==> src/rtl/tx_frame_arbiter_pkg.sv <==
// Shared definitions for the TX frame arbiter: FSM state encoding and default timing constants.
package tx_frame_arbiter_pkg;

    typedef enum logic [2:0] {
        StIdle     = 3'd0,
        StLaunch   = 3'd1,
        StWaitBusy = 3'd2,
        StWaitDone = 3'd3,
        StGap      = 3'd4
    } arb_state_e;

    // 96-bit inter-frame gap at one byte per 125 MHz cycle.
    localparam int unsigned DefaultGapCycles = 12;
    localparam int unsigned DefaultBusyTmo   = 16;

    localparam int unsigned IdxW = 2;
    localparam int unsigned CntW = 16;

endpackage

==> src/rtl/tx_frame_arbiter_rr_pick.sv <==
// Combinational round-robin pick over the non-priority requesters, starting after rr_ptr.
module tx_frame_arbiter_rr_pick
    import tx_frame_arbiter_pkg::*;
#(
    parameter int unsigned NREQ     = 3,
    parameter int unsigned PRIO_IDX = 0
) (
    input  logic [NREQ-1:0] req_mask,
    input  logic [IdxW-1:0] rr_ptr,
    output logic            valid,
    output logic [IdxW-1:0] win
);

    int idx;

    always_comb begin
        valid = 1'b0;
        win   = '0;
        idx   = 0;
        // Scan farthest-first so the candidate nearest to rr_ptr+1 is the last one assigned.
        for (int k = int'(NREQ); k > 0; k--) begin
            idx = (int'(rr_ptr) + k) % int'(NREQ);
            if (idx != int'(PRIO_IDX) && req_mask[idx[IdxW-1:0]]) begin
                valid = 1'b1;
                win   = idx[IdxW-1:0];
            end
        end
    end

endmodule

==> src/rtl/tx_frame_arbiter.sv <==
// Shares one Ethernet frame builder among NREQ sources: strict priority with a starvation
// limit, round-robin for the rest, inter-frame gap and busy-rise timeout.
module tx_frame_arbiter
    import tx_frame_arbiter_pkg::*;
#(
    parameter int unsigned NREQ       = 3,
    parameter int unsigned PRIO_IDX   = 0,
    parameter int unsigned MAX_CONSEC = 4,
    parameter int unsigned GAP_CYCLES = DefaultGapCycles,
    parameter int unsigned BUSY_TMO   = DefaultBusyTmo
) (
    input  logic                 clk125MHz,
    input  logic                 RST,
    input  logic [NREQ-1:0]      req,
    input  logic [16*NREQ-1:0]   seg_num_in,
    input  logic [8*NREQ-1:0]    txid_in,
    input  logic [8*NREQ-1:0]    aux_in,
    input  logic                 busy,
    output logic [NREQ-1:0]      ack,
    output logic                 start_sending,
    output logic [15:0]          segment_num,
    output logic [7:0]           txid,
    output logic [7:0]           aux,
    output logic [IdxW-1:0]      grant_id,
    output logic                 tmo_err,
    output logic [31:0]          frames_sent
);

    localparam int unsigned ConsW = $clog2(MAX_CONSEC + 1);

    arb_state_e       state_q, state_d;
    logic [CntW-1:0]  cnt_q, cnt_d;
    logic [ConsW-1:0] consec_q, consec_d;
    logic [IdxW-1:0]  rr_ptr_q, rr_ptr_d;
    logic [NREQ-1:0]  ack_q, ack_d;
    logic             start_q, start_d;
    logic [15:0]      seg_q, seg_d;
    logic [7:0]       txid_q, txid_d;
    logic [7:0]       aux_q, aux_d;
    logic [IdxW-1:0]  grant_q, grant_d;
    logic             tmo_q, tmo_d;
    logic [31:0]      frames_q, frames_d;

    logic [NREQ-1:0]  others;
    logic             prio_sel;
    logic             rr_valid;
    logic [IdxW-1:0]  rr_win;
    logic [IdxW-1:0]  win;

    always_comb begin
        others           = req;
        others[PRIO_IDX] = 1'b0;
        prio_sel = req[PRIO_IDX] && (others == '0 || consec_q < ConsW'(MAX_CONSEC));
    end

    tx_frame_arbiter_rr_pick #(
        .NREQ     (NREQ),
        .PRIO_IDX (PRIO_IDX)
    ) u_rr_pick (
        .req_mask (others),
        .rr_ptr   (rr_ptr_q),
        .valid    (rr_valid),
        .win      (rr_win)
    );

    always_comb begin
        state_d  = state_q;
        cnt_d    = cnt_q;
        consec_d = consec_q;
        rr_ptr_d = rr_ptr_q;
        ack_d    = '0;
        start_d  = 1'b0;
        seg_d    = seg_q;
        txid_d   = txid_q;
        aux_d    = aux_q;
        grant_d  = grant_q;
        tmo_d    = 1'b0;
        frames_d = frames_q;
        win      = '0;

        unique case (state_q)
            StIdle: begin
                // Launch outputs and field latches are registered here so they are all
                // valid together during the single LAUNCH cycle.
                if (!busy && (prio_sel || rr_valid)) begin
                    if (prio_sel) begin
                        win = IdxW'(PRIO_IDX);
                        if (others != '0 && consec_q < ConsW'(MAX_CONSEC)) begin
                            consec_d = consec_q + 1'b1;
                        end
                    end else begin
                        win      = rr_win;
                        rr_ptr_d = rr_win;
                        consec_d = '0;
                    end
                    state_d  = StLaunch;
                    start_d  = 1'b1;
                    ack_d    = NREQ'(1) << win;
                    seg_d    = seg_num_in[16*win +: 16];
                    txid_d   = txid_in[8*win +: 8];
                    aux_d    = aux_in[8*win +: 8];
                    grant_d  = win;
                    frames_d = frames_q + 32'd1;
                end
            end
            StLaunch: begin
                state_d = StWaitBusy;
                cnt_d   = '0;
            end
            StWaitBusy: begin
                if (busy) begin
                    state_d = StWaitDone;
                end else if (cnt_q == CntW'(BUSY_TMO - 1)) begin
                    state_d = StGap;
                    tmo_d   = 1'b1;
                    cnt_d   = '0;
                end else begin
                    cnt_d = cnt_q + 1'b1;
                end
            end
            StWaitDone: begin
                if (!busy) begin
                    state_d = StGap;
                    cnt_d   = '0;
                end
            end
            StGap: begin
                if (cnt_q == CntW'(GAP_CYCLES - 1)) begin
                    state_d = StIdle;
                end else begin
                    cnt_d = cnt_q + 1'b1;
                end
            end
            default: state_d = StIdle;
        endcase
    end

    always_ff @(posedge clk125MHz) begin
        if (RST) begin
            state_q  <= StIdle;
            cnt_q    <= '0;
            consec_q <= '0;
            rr_ptr_q <= IdxW'(NREQ - 1);
            ack_q    <= '0;
            start_q  <= 1'b0;
            seg_q    <= '0;
            txid_q   <= '0;
            aux_q    <= '0;
            grant_q  <= '0;
            tmo_q    <= 1'b0;
            frames_q <= '0;
        end else begin
            state_q  <= state_d;
            cnt_q    <= cnt_d;
            consec_q <= consec_d;
            rr_ptr_q <= rr_ptr_d;
            ack_q    <= ack_d;
            start_q  <= start_d;
            seg_q    <= seg_d;
            txid_q   <= txid_d;
            aux_q    <= aux_d;
            grant_q  <= grant_d;
            tmo_q    <= tmo_d;
            frames_q <= frames_d;
        end
    end

    assign ack           = ack_q;
    assign start_sending = start_q;
    assign segment_num   = seg_q;
    assign txid          = txid_q;
    assign aux           = aux_q;
    assign grant_id      = grant_q;
    assign tmo_err       = tmo_q;
    assign frames_sent   = frames_q;

endmodule
==> config.mk <==
export PLATFORM = sky130hd
export DESIGN_NAME = tx_frame_arbiter
export DESIGN_NICKNAME = d
export VERILOG_FILES = /design/src/rtl/tx_frame_arbiter_pkg.sv /design/src/rtl/tx_frame_arbiter_rr_pick.sv /design/src/rtl/tx_frame_arbiter.sv
export SDC_FILE = /design/constraint.sdc
export NUM_CORES = 1
export LEC_CHECK = 0
export ABC_CLOCK_PERIOD_IN_PS = 3100
export BUFFER_PORTS_ARGS = -buffer_cell sky130_fd_sc_hd__buf_2
export CELL_PAD_IN_SITES_DETAIL_PLACEMENT = 0
export CELL_PAD_IN_SITES_GLOBAL_PLACEMENT = 1
export CORE_MARGIN = 2
export CORE_UTILIZATION = 36
export DETAILED_ROUTE_END_ITERATION = 16
export PLACE_DENSITY_LB_ADDON = 0.1
export SYNTH_ARGS = -nofsm -noshare
export SYNTH_HDL_FRONTEND = slang
export SYNTH_SLANG_ARGS = --single-unit
==> constraint.sdc <==
create_clock -name clk125MHz -period 3.1 [get_ports clk125MHz]
set_input_delay 0.465 -clock clk125MHz [delete_from_list [all_inputs] [get_ports clk125MHz]]
set_output_delay 0.465 -clock clk125MHz [all_outputs]
set_load 0.02 [all_outputs]
Yosys cells after proc, flatten, opt, wreduce, memory -nomap -nowiden
Cells that the tools add are included.

Register bits: 95. Input bits: 102. Output and inout bits: 71. Word-level logic and storage cells: 100.

Add/sub/neg operators: 6. Div/mod/pow operators: 3. $lt $le $gt $ge: 4. Eq/ne operators: 13. Shift-type cells: 4. Multiplexer cells: 30. Bitwise gates (word level): 4. Reductions and logical operators: 24.

Operator list (number): modulo 32 x 3 -> 32 bit, second input constant (3); nonzero test 32 bit (3); 2-to-1 mux 16 bit (4); one-hot mux 16 bit (4 select lines) (1); variable part select 24 x 6 -> 8 bit (2); variable part select 48 x 7 -> 16 bit (1); adder 32 x 1 -> 32 bit, second input constant (1); equality test 16 x 4 -> 1 bit, second input constant (2); 2-to-1 mux 3 bit (7); adder 16 x 1 -> 16 bit, second input constant (1); one-hot mux 3 bit (5 select lines) (1); 2-to-1 mux 2 bit (6); inequality test 2 bit, second input constant (5); < comparator 2 x 3 -> 1 bit, second input constant (3); 2-to-1 mux 1 bit (8); AND reduction 4 bit (2); adder 2 x 2 -> 3 bit, second input constant (2); binary-select mux 1 bit (select 2 bit) (3); equality test 3 x 2 -> 1 bit, second input constant (2); logical AND 1 bit (6); AND reduction 3 bit (2); OR reduction 3 bit (2); inverter 1 bit (4); nonzero test 4 bit (1); 15 further kinds (16).

Depth between registers and ports, before layout
Gate-level depths: netlist (run 1).

Depth after elaboration: 13. Mapped depth: 11. Depth with buffers taken out: 8.

Hierarchy
From an unflattened synthesis (run 1), not the netlist that was laid out.

Cell total of the unflattened synthesis: 650. Area total of the unflattened synthesis: 5287.6 um2.

Modules (own cells, without submodules): tx_frame_arbiter (times used 1, cells each 615, area an instance 5042.3 um2, seq. area each 1901.8 um2); tx_frame_arbiter_rr_pick (times used 1, cells each 35, area an instance 245.2 um2, seq. area each 0.0 um2).

Least setup slack after synthesis (run 1)
OpenSTA, ideal clock, no wires.

Kind: register to register. Start: register rr_ptr_q[0]. End: register aux_q[0], in the netlist aux[0]. Setup time: 122 ps. Arrival time: 2294 ps. Required time: 2978 ps. Setup slack: 684 ps. Cell stages (with the launch flop): 11. Buffers on the path: 2. Clock period less this slack: 2416 ps. Cells stage by stage: dfxtp_1 inv_1 ha_1 nand2b_1 o21a_1 o2111ai_4 nand3b_4 nor2b_1 clkbuf_2 buf_6 a221o_1.

Cells in the longest elaborated chain, start to end: 12. Elaborated cells on any way between the ends: 31. Those cells by class: add/sub: 3; div: 3; shift: 1; mux: 15; reduce/logical: 9.

RTL lines: from (decl) (RTL line tx_frame_arbiter.sv:34) `logic [IdxW-1:0] rr_ptr_q, rr_ptr_d;`; from (signal assigned) (RTL line tx_frame_arbiter.sv:143) `rr_ptr_q <= IdxW'(NREQ - 1);`; from (signal assigned) (RTL line tx_frame_arbiter.sv:156) `rr_ptr_q <= rr_ptr_d;`; adder 2 x 2 -> 3 bit (RTL line tx_frame_arbiter_rr_pick.sv:22) `idx = (int'(rr_ptr) + k) % int'(NREQ);`; modulo 32 x 3 -> 32 bit (RTL line tx_frame_arbiter_rr_pick.sv:22); binary-select mux 1 bit (select 2 bit) (RTL line tx_frame_arbiter_rr_pick.sv:23) `if (idx != int'(PRIO_IDX) && req_mask[idx[IdxW-1:0]]) begin`; 2-to-1 mux 1 bit (implied by the code) (RTL line tx_frame_arbiter_rr_pick.sv:23); logical AND 1 bit (RTL line tx_frame_arbiter_rr_pick.sv:23); 2-to-1 mux 2 bit (3 in series) (RTL line tx_frame_arbiter_rr_pick.sv:23); 2-to-1 mux 2 bit (RTL line tx_frame_arbiter.sv:86) `if (prio_sel) begin`; 2-to-1 mux 2 bit (RTL line tx_frame_arbiter.sv:85) `if (!busy && (prio_sel || rr_valid)) begin`; 2-to-1 mux 2 bit (RTL line tx_frame_arbiter.sv:81) `unique case (state_q)`; variable part select 24 x 6 -> 8 bit (RTL line tx_frame_arbiter.sv:101) `aux_d = aux_in[8*win +: 8];`; to (signal assigned) (RTL line tx_frame_arbiter.sv:161) `aux_q <= aux_d;`; to (decl) (RTL line tx_frame_arbiter.sv:39) `logic [7:0] aux_q, aux_d;`.

Parallel ways exist; a longest one is shown, timed or not. The select of a mux whose other input is x is not followed. A chain may end at the register's enable or synchronous reset.

Final worst setup path (run 1)
Start: register rr_ptr_q[0]. End: register frames_q[12], in the netlist frames_sent[12].

Cells in the longest elaborated chain, start to end: 11. Elaborated cells on any way between the ends: 24. Those cells by class: add/sub: 3; div: 3; mux: 9; reduce/logical: 9.

RTL lines: adder 2 x 2 -> 3 bit (RTL line tx_frame_arbiter_rr_pick.sv:22); modulo 32 x 3 -> 32 bit (RTL line tx_frame_arbiter_rr_pick.sv:22); binary-select mux 1 bit (select 2 bit) (RTL line tx_frame_arbiter_rr_pick.sv:23); 2-to-1 mux 1 bit (implied by the code) (RTL line tx_frame_arbiter_rr_pick.sv:23); logical AND 1 bit (RTL line tx_frame_arbiter_rr_pick.sv:23); 2-to-1 mux 1 bit (2 in series) (RTL line tx_frame_arbiter_rr_pick.sv:23); 2-to-1 mux 1 bit * (RTL line tx_frame_arbiter_rr_pick.sv:23); logical OR 1 bit * (RTL line tx_frame_arbiter.sv:85); logical AND 1 bit * (RTL line tx_frame_arbiter.sv:85); AND reduction 2 bit (no source line) *; to (signal assigned) (RTL line tx_frame_arbiter.sv:164) `frames_q <= frames_d;`; to (decl) (RTL line tx_frame_arbiter.sv:42) `logic [31:0] frames_q, frames_d;`.

Mark *: on every way between the ends. The rest lies on a longest branch, timed or not. The select of a mux whose other input is x is not followed.

==> results.json, run 1 <==
{
  "cp_num_buf_inv": 2,
  "register_to_register_setup_slack_ns": 0.27,
  "die_w_microns": 118,
  "cts_buffers": 9,
  "core_sq_um": 12700,
  "initial_utilization_pct": 37.0,
  "synth_seq_cells": 95,
  "seq_area_frac_synth_pct": 40.4,
  "io_buffer_count": 172,
  "yosys.cell_types.count": 54,
  "drv.max_cap_violation_count": 0,
  "fp.dieH_microns": 118,
  "max_stage_delay_ns": 0.45,
  "syn_nets": 632,
  "clock_skew_ns": 0.00549,
  "path_depth": 9,
  "antenna_diode_instance_count": 0,
  "routed_wire_length_per_instance_microns": 15.0,
  "synthSimpleGateAreaFrac_pct": 24.1,
  "final-setup-viol-count": 0,
  "worst_slew_pin_slew_ns": 0.845,
  "worst_skew_late_latency_ns": 0.35,
  "worst_path_max_delay_cell": "or3_1",
  "synth.top_cells.by_area": "dfxtp_1 40%, mux2i_1 7.6%, a221o_1 7.0%, nor2_1 6.9%, xor2_1 5.2%",
  "criticalPathCategory": "reg2reg",
  "synthToLayoutAreaGrowth_pct": 26.4,
  "grt-ovfl-total": 0,
  "dominant_combinational_cell_family_by_area_after_synthesis": "simple AND/OR/NAND/NOR gates",
  "synthesis.area_per_instance_sq_um": 9.01,
  "worst_setup_path_start_kind": "register",
  "vdd_drop_max_mv": 0.234,
  "route.detailed.drc": 0,
  "synth_compound_gate_area_share_pct": 14.5,
  "root_buffer_cell": "clkbuf_16",
  "grt_pass1_wl_microns": 20900,
  "nFillCells": 1264,
  "detail_route.vias_per_cell": 5.14,
  "fmax_mhz": 354,
  "cts.hold.buffers_added": 0,
  "reg2regPathDepth": 9,
  "tmin_final_ns": 2.83,
  "ant_nets": 0,
  "dominantRegCellSynth": "dfxtp_1",
  "period_share_pct": 91.1,
  "required_ns": 3.37,
  "antenna_violations_before_repair": 0,
  "synth_edf_count": 0,
  "first_iter_violations": 247,
  "setup_tns_ns": 0,
  "placed_cells": 844,
  "dr_total_vias": 4417,
  "first_global_vias": 4120,
  "yosysTopAreaCell": "dfxtp_1",
  "fraction_of_layout_cells_with_a_size_suffix_above_1_pct": 30.6,
  "design.portCount": 173,
  "worstSetupEndpoint": "frames_sent[12]",
  "cts_setup_buffers": 0,
  "relSlewSlack_pct": 43.4,
  "final-hold-violation-count": 0,
  "synth_xor_xnor_area_share_pct": 6.14,
  "chain_of_cells_forming_the_critical_path": "inv_1, ha_1, nand2b_1, o21a_1, o2111ai_4, buf_4, nand3_1, or3_1, a21oi_1",
  "num_rows": 41,
  "postSynthCellCount": 523,
  "power-per-cell-area_nw_per_um2": 498,
  "fp.dieArea_sq_um": 14000,
  "worst-path-max-fanout": 21,
  "stdcell_count": 859,
  "p_leak_uw": 0.00275,
  "critPathArrivalTime_ns": 3.10,
  "worst_hold_path.num_cells": 2,
  "gp_congestion": 0.830,
  "synth_adder_area_share_pct": 1.86,
  "timing.critical_path.from": "rr_ptr_q[0]",
  "hp-class": "in2reg",
  "total_number_of_clock_tree_sinks": 95,
  "finalWirelength_microns": 12900,
  "cell_area_synth_sq_um": 4710,
  "layout.nets": 792,
  "maximum_number_of_pins_on_one_net_before_global_route_repair": 47,
  "cts_resized": 0,
  "layout.cells.most_common_list": "172 x buf_2, 95 x dfxtp_1, 87 x nor2_1, 36 x mux2i_1, 33 x a221o_1",
  "drv_slew": 0,
  "drt-pass1-iter-count": 4,
  "regToRegStartpoint": "rr_ptr_q[0]",
  "mostFrequentLayoutCell": "buf_2",
  "dp_hpwl_microns": 9220,
  "clk_transition_reported_paths_ns": 0.07,
  "grtUsageTotal_pct": 18.5,
  "synth.area.mux_share_pct": 7.65,
  "cts_tree": "yes",
  "rsz0062_at_grt": "no",
  "r2r-end": "frames_sent[12]",
  "synthArstFlopShare_pct": 0,
  "clock_path_buffers": 2,
  "synth_top_area_share_pct": 40.4,
  "synth-warning-count": 0,
  "cts_htree_levels": 3,
  "status": "finished clean",
  "path_delay_family": "simple AND/OR/NAND/NOR gates",
  "end_kind": "register"
}
-- worst min path at each step --
stage / start / to / slack (ns)
final: txid_in[20] / txid[4] / 0.34
after global routing: aux_in[18] / aux[2] / 0.34
after CTS: txid_in[20] / txid[4] / 0.32
after detailed placement: grant_id[0] / grant_id[0] / 0.45
after global placement: consec_q[1] / consec_q[1] / 0.45
after floorplan: consec_q[1] / consec_q[1] / 0.44
-- power by group --
group          total [uW]  switching (uW)  internal (uW)
clock                1040             462            582
sequential           1330            44.1           1290
combinational         588             336            251
-- area by class of cell --
cell class | instances | area [sq um] | area share, %
clock buffer | 12 | 256 | 4.31
inverter | 10 | 37.5 | 0.630
tap | 172 | 215 | 3.61
multi-input combinational | 383 | 2570 | 43.2
sequential | 95 | 1900 | 31.9
clock inverter | 3 | 18.8 | 0.315
timing repair buffer | 184 | 951 | 16.0
-- Yosys cell counts (3+ instances only) --
master	instances
nand3_1	16
xnor2_1	5
a221o_1	33
xor2_1	28
nor2b_1	7
buf_2	11
and4_1	4
buf_6	9
nor3_2	3
o21ai_0	15
and3_1	4
and2_1	3
nand4_1	22
dfxtp_1	95
mux2i_1	36
inv_1	10
nand3b_1	6
ha_1	7
or3_1	14
nor3_1	3
clkbuf_1	13
nor4_1	3
nand2_1	26
nor4b_1	3
nand2b_1	4
nor2_1	87
a21oi_1	25
-- worst reg2reg max path, stage by stage (launching register included) --
cell,delay [ns]
dfxtp_1,0.37
inv_1,0.08
ha_1,0.38
nand2b_1,0.20
o21a_1,0.21
o2111ai_4,0.27
buf_4,0.31
nand3_1,0.34
or3_1,0.45
a21oi_1,0.15
-- per-stage QoR --
step	hold slack, ns	setup WS (ns)	power, uW	utilization (%)	instance area [sq um]
6_report	0.335	0.275	2960	46.8	5950
5_1_grt	0.335	0.0442	3110	46.8	5950
4_1_cts	0.320	0.255	3000	46.8	5950
3_5_place_dp	0.454	0.277	1950	44.6	5680
3_3_place_gp	0.447	0.395	1950	44.6	5680
2_1_floorplan	0.436	0.684	1760	-	4710
-- logic make-up (layout without fill, tap and decap cells) --
logic type | count (synthesis) | in the layout
buf+inv | 45 | 209
compound gates | 90 | 90
mux | 36 | 36
simple gates | 217 | 217
flops | 95 | 95
fa+ha+maj | 7 | 7
xor+xnor | 33 | 33
-- sequential cells by signal (all words and copies together), names as in the netlist --
signal	cells
state_q	3
ack	3
aux	8
cnt_q	16
grant_id	2
frames_sent	32
consec_q	3
rr_ptr_q	2
segment_num	16
start_sending	1
tmo_err	1
txid	8
-- layer usage --
layer | GRT usage (%) | up-vias | routed length, microns
met5 | 0 | - | 0
met4 | 7.66 | 0 | 240
met3 | 4.01 | 17 | 779
met2 | 29.6 | 132 | 6010
met1 | 24.0 | 2061 | 5890
li1 | - | 2207 | -
(Power assumes the default switching activity.)
==> inputs of run 2 (changes only) <==
==> constraint.sdc (replaced) <==
create_clock -name clk125MHz -period 3.1 [get_ports clk125MHz]
set_input_delay 0.31 -clock clk125MHz [delete_from_list [all_inputs] [get_ports clk125MHz]]
set_output_delay 0.31 -clock clk125MHz [all_outputs]
set_load 0.02 [all_outputs]
==> run 2 against run 1 <==
Compared with the run above:
- sequential power about the same
- critical path depth unchanged
- clock power increased by 9.6%
==> results.json, run 2 (synthesis results as in run 1) <==
{
  "first_global_vias": 4110,
  "chain_of_cells_forming_the_critical_path": "inv_1, ha_1, nand2b_1, o21a_1, o2111ai_4, buf_4, nand3_1, or3_1, a21oi_1",
  "postLayoutCellArea_sq_um": 5990,
  "end_kind": "register",
  "design.portCount": 173,
  "hp-class": "in2reg",
  "worst_hold_path.num_cells": 2,
  "cts_tree": "yes",
  "placed_cells": 842,
  "finalWirelength_microns": 12900,
  "rsz0062_at_grt": "no",
  "grt_pass1_wl_microns": 20700,
  "worst_skew_late_latency_ns": 0.35,
  "total_number_of_clock_tree_sinks": 95,
  "vdd_drop_max_mv": 0.228,
  "r2r-end": "frames_sent[22]",
  "die_w_microns": 118,
  "tmin_final_ns": 2.78,
  "cts.hold.buffers_added": 0,
  "grt-ovfl-total": 0,
  "layout.nets": 790,
  "nFillCells": 1297,
  "post-place-ws_ns": 0.305,
  "cts_resized": 0,
  "regToRegStartpoint": "rr_ptr_q[0]",
  "fmax_mhz": 360,
  "worst_slew_pin_slew_ns": 0.609,
  "final-hold-violation-count": 0,
  "ant_nets": 0,
  "synthToLayoutAreaGrowth_pct": 27.1,
  "placement.cell_area_sq_um": 5680,
  "gp_congestion": 0.799,
  "cts_buffers": 9,
  "endpoint_of_the_worst_hold_timing_path": "segment_num[3]",
  "timing.hold.worst.start": "seg_num_in[35]",
  "dp_hpwl_microns": 9300,
  "status": "finished clean",
  "maximum_number_of_pins_on_one_net_before_global_route_repair": 47,
  "stdcell_count": 858,
  "cts_htree_levels": 3,
  "routed_wire_length_per_instance_microns": 15.0,
  "root_buffer_cell": "clkbuf_16",
  "antenna_diode_instance_count": 0,
  "drv.max_cap_violation_count": 0,
  "multi_input_comb_area_sq_um": 2570,
  "fp.dieArea_sq_um": 14000,
  "final-setup-viol-count": 0,
  "period_share_pct": 89.7,
  "mostFrequentLayoutCell": "buf_2",
  "worst_path_max_delay_cell": "or3_1",
  "post-route-worst-setup-slack_ns": 0.320,
  "detail_route.vias_per_cell": 5.11,
  "layout.cells.most_common_list": "172 x buf_2, 95 x dfxtp_1, 87 x nor2_1, 36 x mux2i_1, 33 x a221o_1",
  "first_iter_violations": 197,
  "p_leak_uw": 0.00276,
  "route.detailed.drc": 0,
  "clk_transition_reported_paths_ns": 0.06,
  "largest_register_ffs": 32,
  "dr_total_vias": 4388,
  "max_stage_delay_ns": 0.44,
  "drt-pass1-iter-count": 4,
  "required_ns": 3.37,
  "drv_slew": 0,
  "clock_skew_ns": 0.00563,
  "io_buffer_count": 172,
  "initial_utilization_pct": 37.0,
  "critPathArrivalTime_ns": 3.05,
  "fp.dieH_microns": 118,
  "worst_setup_path_start_kind": "register",
  "core_sq_um": 12700,
  "antenna_violations_before_repair": 0,
  "num_rows": 41,
  "worst-path-max-fanout": 22,
  "power-per-cell-area_nw_per_um2": 512,
  "final_core_utilization_pct": 47.1,
  "clock_path_buffers": 2,
  "layout.area.seq_sq_um": 1900,
  "setup_tns_ns": 0,
  "fraction_of_layout_cells_with_a_size_suffix_above_1_pct": 30.5,
  "relSlewSlack_pct": 59.0,
  "grtUsageTotal_pct": 18.1,
  "reg2regPathDepth": 9,
  "criticalPathCategory": "reg2reg",
  "register_to_register_setup_slack_ns": 0.32,
  "cts_setup_buffers": 0
}
[run 2: worst max-delay path: cells and delay by family, from the launching register on]
kind                     cells  cell delay, ns
AO/OA/AOI/OAI                3            0.58
buffers and inverters        2            0.38
adder cells (fa/ha/maj)      1            0.39
AND/OR/NAND/NOR              3            0.97
flip-flops                   1            0.37
[run 2: layer usage]
layer,up-vias,wire [microns],GRT usage (%)
met1,2021,5770,23.1
met3,18,856,4.10
met5,-,0,0
met4,0,259,7.96
li1,2205,-,-
met2,144,5990,29.4
[run 2: power by group]
group / internal, uW / leakage, uW / switching (uW)
sequential: 1290 / 0.000771 / 44.0
combinational: 251 / 0.00184 / 340
clock: 689 / 0.000156 / 455
[run 2: cell type report]
| cell class | instances | area share, % |
|---|---|---|
| Clock buffer | 13 | 4.51 |
| Clock inverter | 3 | 0.669 |
| Inverter | 10 | 0.627 |
| Multi-Input combinational cell | 383 | 43.0 |
| Sequential cell | 95 | 31.8 |
| Tap cell | 172 | 3.59 |
| Timing Repair Buffer | 182 | 15.8 |
[run 2: per-stage QoR]
step | hold WS (ns) | total power (uW)
2_1_floorplan | 0.436 | 1760
3_3_place_gp | 0.446 | 1940
3_5_place_dp | 0.462 | 1950
4_1_cts | 0.168 | 3110
5_1_grt | 0.184 | 3210
6_report | 0.184 | 3070
[run 2: worst max path at each step]
| stage | slack [ns] | startpoint | cells after the start | endpoint |
|---|---|---|---|---|
| global route | 0.12 | rr_ptr_q[0] | 9 | frames_sent[12] |
| detailed placement | 0.31 | rr_ptr_q[0] | 9 | frames_sent[12] |
| finish | 0.32 | rr_ptr_q[0] | 9 | frames_sent[22] |
| global placement | 0.43 | rr_ptr_q[0] | 9 | frames_sent[12] |
| floorplan | 0.68 | rr_ptr_q[0] | 10 | aux[0] |
| CTS | 0.29 | rr_ptr_q[0] | 9 | frames_sent[22] |
==> inputs of run 3 (changes only) <==
--- a/config.mk
+++ b/config.mk
@@ -11,6 +11,7 @@
 export CELL_PAD_IN_SITES_GLOBAL_PLACEMENT = 1
 export CORE_MARGIN = 2
 export CORE_UTILIZATION = 36
+export CTS_BUF_LIST = sky130_fd_sc_hd__clkbuf_4 sky130_fd_sc_hd__clkbuf_8 sky130_fd_sc_hd__clkbuf_16
 export DETAILED_ROUTE_END_ITERATION = 16
 export PLACE_DENSITY_LB_ADDON = 0.1
 export SYNTH_ARGS = -nofsm -noshare
==> run 3 against run 2 <==
Compared with the run above:
- sequential cell count unchanged
- cell count unchanged
- critical path depth unchanged
- sequential share of layout area about the same
- count of clock-buffer cells in the layout unchanged
- via count about the same
- combinational power about the same
- register-to-register slack about the same
- largest power group unchanged
- highest routed layer unchanged
==> results.json, run 3 (synthesis results as in run 1) <==
{
  "fraction_of_layout_cells_with_a_size_suffix_above_1_pct": 30.6,
  "total_number_of_clock_tree_sinks": 95,
  "timing.critical_path.from": "rr_ptr_q[0]",
  "design.portCount": 173,
  "detail_route.vias_per_cell": 5.12,
  "fp.dieH_microns": 118,
  "regToRegStartpoint": "rr_ptr_q[0]",
  "grt_pass1_wl_microns": 20700,
  "final_core_utilization_pct": 47.1,
  "critPathArrivalTime_ns": 3.06,
  "worst_setup_path_start_kind": "register",
  "core_sq_um": 12700,
  "drt-pass1-iter-count": 4,
  "route.detailed.drc": 0,
  "worst_slew_pin_slew_ns": 0.609,
  "mostFrequentLayoutCell": "buf_2",
  "worst-path-max-fanout": 22,
  "power-per-cell-area_nw_per_um2": 514,
  "final-setup-viol-count": 0,
  "first_global_vias": 4110,
  "drv_slew": 0,
  "vdd_drop_max_mv": 0.227,
  "dr_total_vias": 4391,
  "largest_register_ffs": 32,
  "ant_nets": 0,
  "worst_hold_slack_ns": 0.184,
  "cts_tree": "yes",
  "multi_input_comb_area_sq_um": 2570,
  "grtUsageTotal_pct": 18.1,
  "r2r-end": "frames_sent[22]",
  "relSlewSlack_pct": 59.0,
  "end_kind": "register",
  "worstSetupEndpoint": "frames_sent[22]",
  "layout.cells.most_common_list": "172 x buf_2, 95 x dfxtp_1, 87 x nor2_1, 36 x mux2i_1, 33 x a221o_1",
  "p_leak_uw": 0.00276,
  "worst_hold_path.num_cells": 2,
  "antenna_violations_before_repair": 0,
  "grt-ovfl-total": 0,
  "period_share_pct": 89.7,
  "fmax_mhz": 359,
  "clock_path_buffers": 2,
  "maximum_number_of_pins_on_one_net_before_global_route_repair": 47,
  "register_to_register_setup_slack_ns": 0.32,
  "die_w_microns": 118,
  "clk_transition_reported_paths_ns": 0.06,
  "required_ns": 3.37,
  "nFillCells": 1295,
  "cts.hold.buffers_added": 0,
  "antenna_diode_instance_count": 0,
  "status": "finished clean",
  "setup_tns_ns": 0,
  "clock_skew_ns": 0.00563,
  "worst_skew_late_latency_ns": 0.35,
  "final-hold-violation-count": 0,
  "layout.area.seq_sq_um": 1900,
  "initial_utilization_pct": 37.0,
  "finalWirelength_microns": 12900,
  "hp-class": "in2reg",
  "tmin_final_ns": 2.78,
  "cts_htree_levels": 3,
  "cts_buffers": 9,
  "layout.nets": 790,
  "io_buffer_count": 172,
  "dp_hpwl_microns": 9300,
  "cts_setup_buffers": 0,
  "num_rows": 41,
  "reg2regPathDepth": 9,
  "fp.dieArea_sq_um": 14000,
  "cts_resized": 0,
  "routed_wire_length_per_instance_microns": 15.0,
  "gp_congestion": 0.799,
  "first_iter_violations": 198,
  "synthToLayoutAreaGrowth_pct": 27.2,
  "criticalPathCategory": "reg2reg",
  "root_buffer_cell": "clkbuf_16",
  "drv.max_cap_violation_count": 0,
  "rsz0062_at_grt": "no"
}
run 3: cell types whose count changed in the layout (fill, tap and decap cells not counted):
cell / before / now
clkbuf_1: 1 / 0
clkbuf_4: 0 / 1
run 3: report_power, final:
part	leakage (uW)	internal, uW	total (uW)	switching [uW]
Clock	0.000159	697	1150	455
Combinational	0.00184	251	591	340
Sequential	0.000771	1290	1330	44.0
Total	0.00276	2240	3080	840
run 3: worst min-delay path by stage:
| stage | start | end | slack (ns) |
|---|---|---|---|
| after CTS | seg_num_in[35] | segment_num[3] | 0.17 |
| final | seg_num_in[35] | segment_num[3] | 0.18 |
| after floorplan | consec_q[1] | consec_q[1] | 0.44 |
| after global routing | txid_in[18] | txid[2] | 0.18 |
| after detailed placement | grant_id[0] | grant_id[0] | 0.46 |
| after global placement | consec_q[1] | consec_q[1] | 0.45 |
run 3: routing by layer:
metal / vias up / wire, microns / share of wire, % / global-route usage, %
met4: 0 / 259 / 2.0 / 7.96
li1: 2206 / - / - / -
met5: - / 0 / 0 / 0
met1: 2020 / 5750 / 45 / 23.1
met2: 148 / 5980 / 46 / 29.4
met3: 17 / 889 / 6.9 / 4.10
run 3: final cells by class:
| cell class | count | area share [%] |
|---|---|---|
| Multi-Input combinational cell | 383 | 43.0 |
| Sequential cell | 95 | 31.7 |
| Timing Repair Buffer | 182 | 15.8 |
| Clock buffer | 13 | 4.57 |
| Tap cell | 172 | 3.59 |
| Clock inverter | 3 | 0.668 |
| Inverter | 10 | 0.627 |
run 3: per-stage QoR:
stage	total power, uW	instances	cell area [sq um]	setup WS, ns
floorplan	1760	523	4710	0.684
global placement	1940	842	5680	0.426
detailed placement	1950	842	5680	0.305
CTS	3120	858	5990	0.287
global route	3220	858	5990	0.119
finish	3080	858	5990	0.318
run 3: worst max-delay path, stage by stage, from the launching register on:
cell	delay [ns]
dfxtp_1	0.37
inv_1	0.08
ha_1	0.39
nand2b_1	0.20
o21a_1	0.20
o2111ai_4	0.24
buf_4	0.31
nand3_1	0.33
or3_1	0.44
a21oi_1	0.14
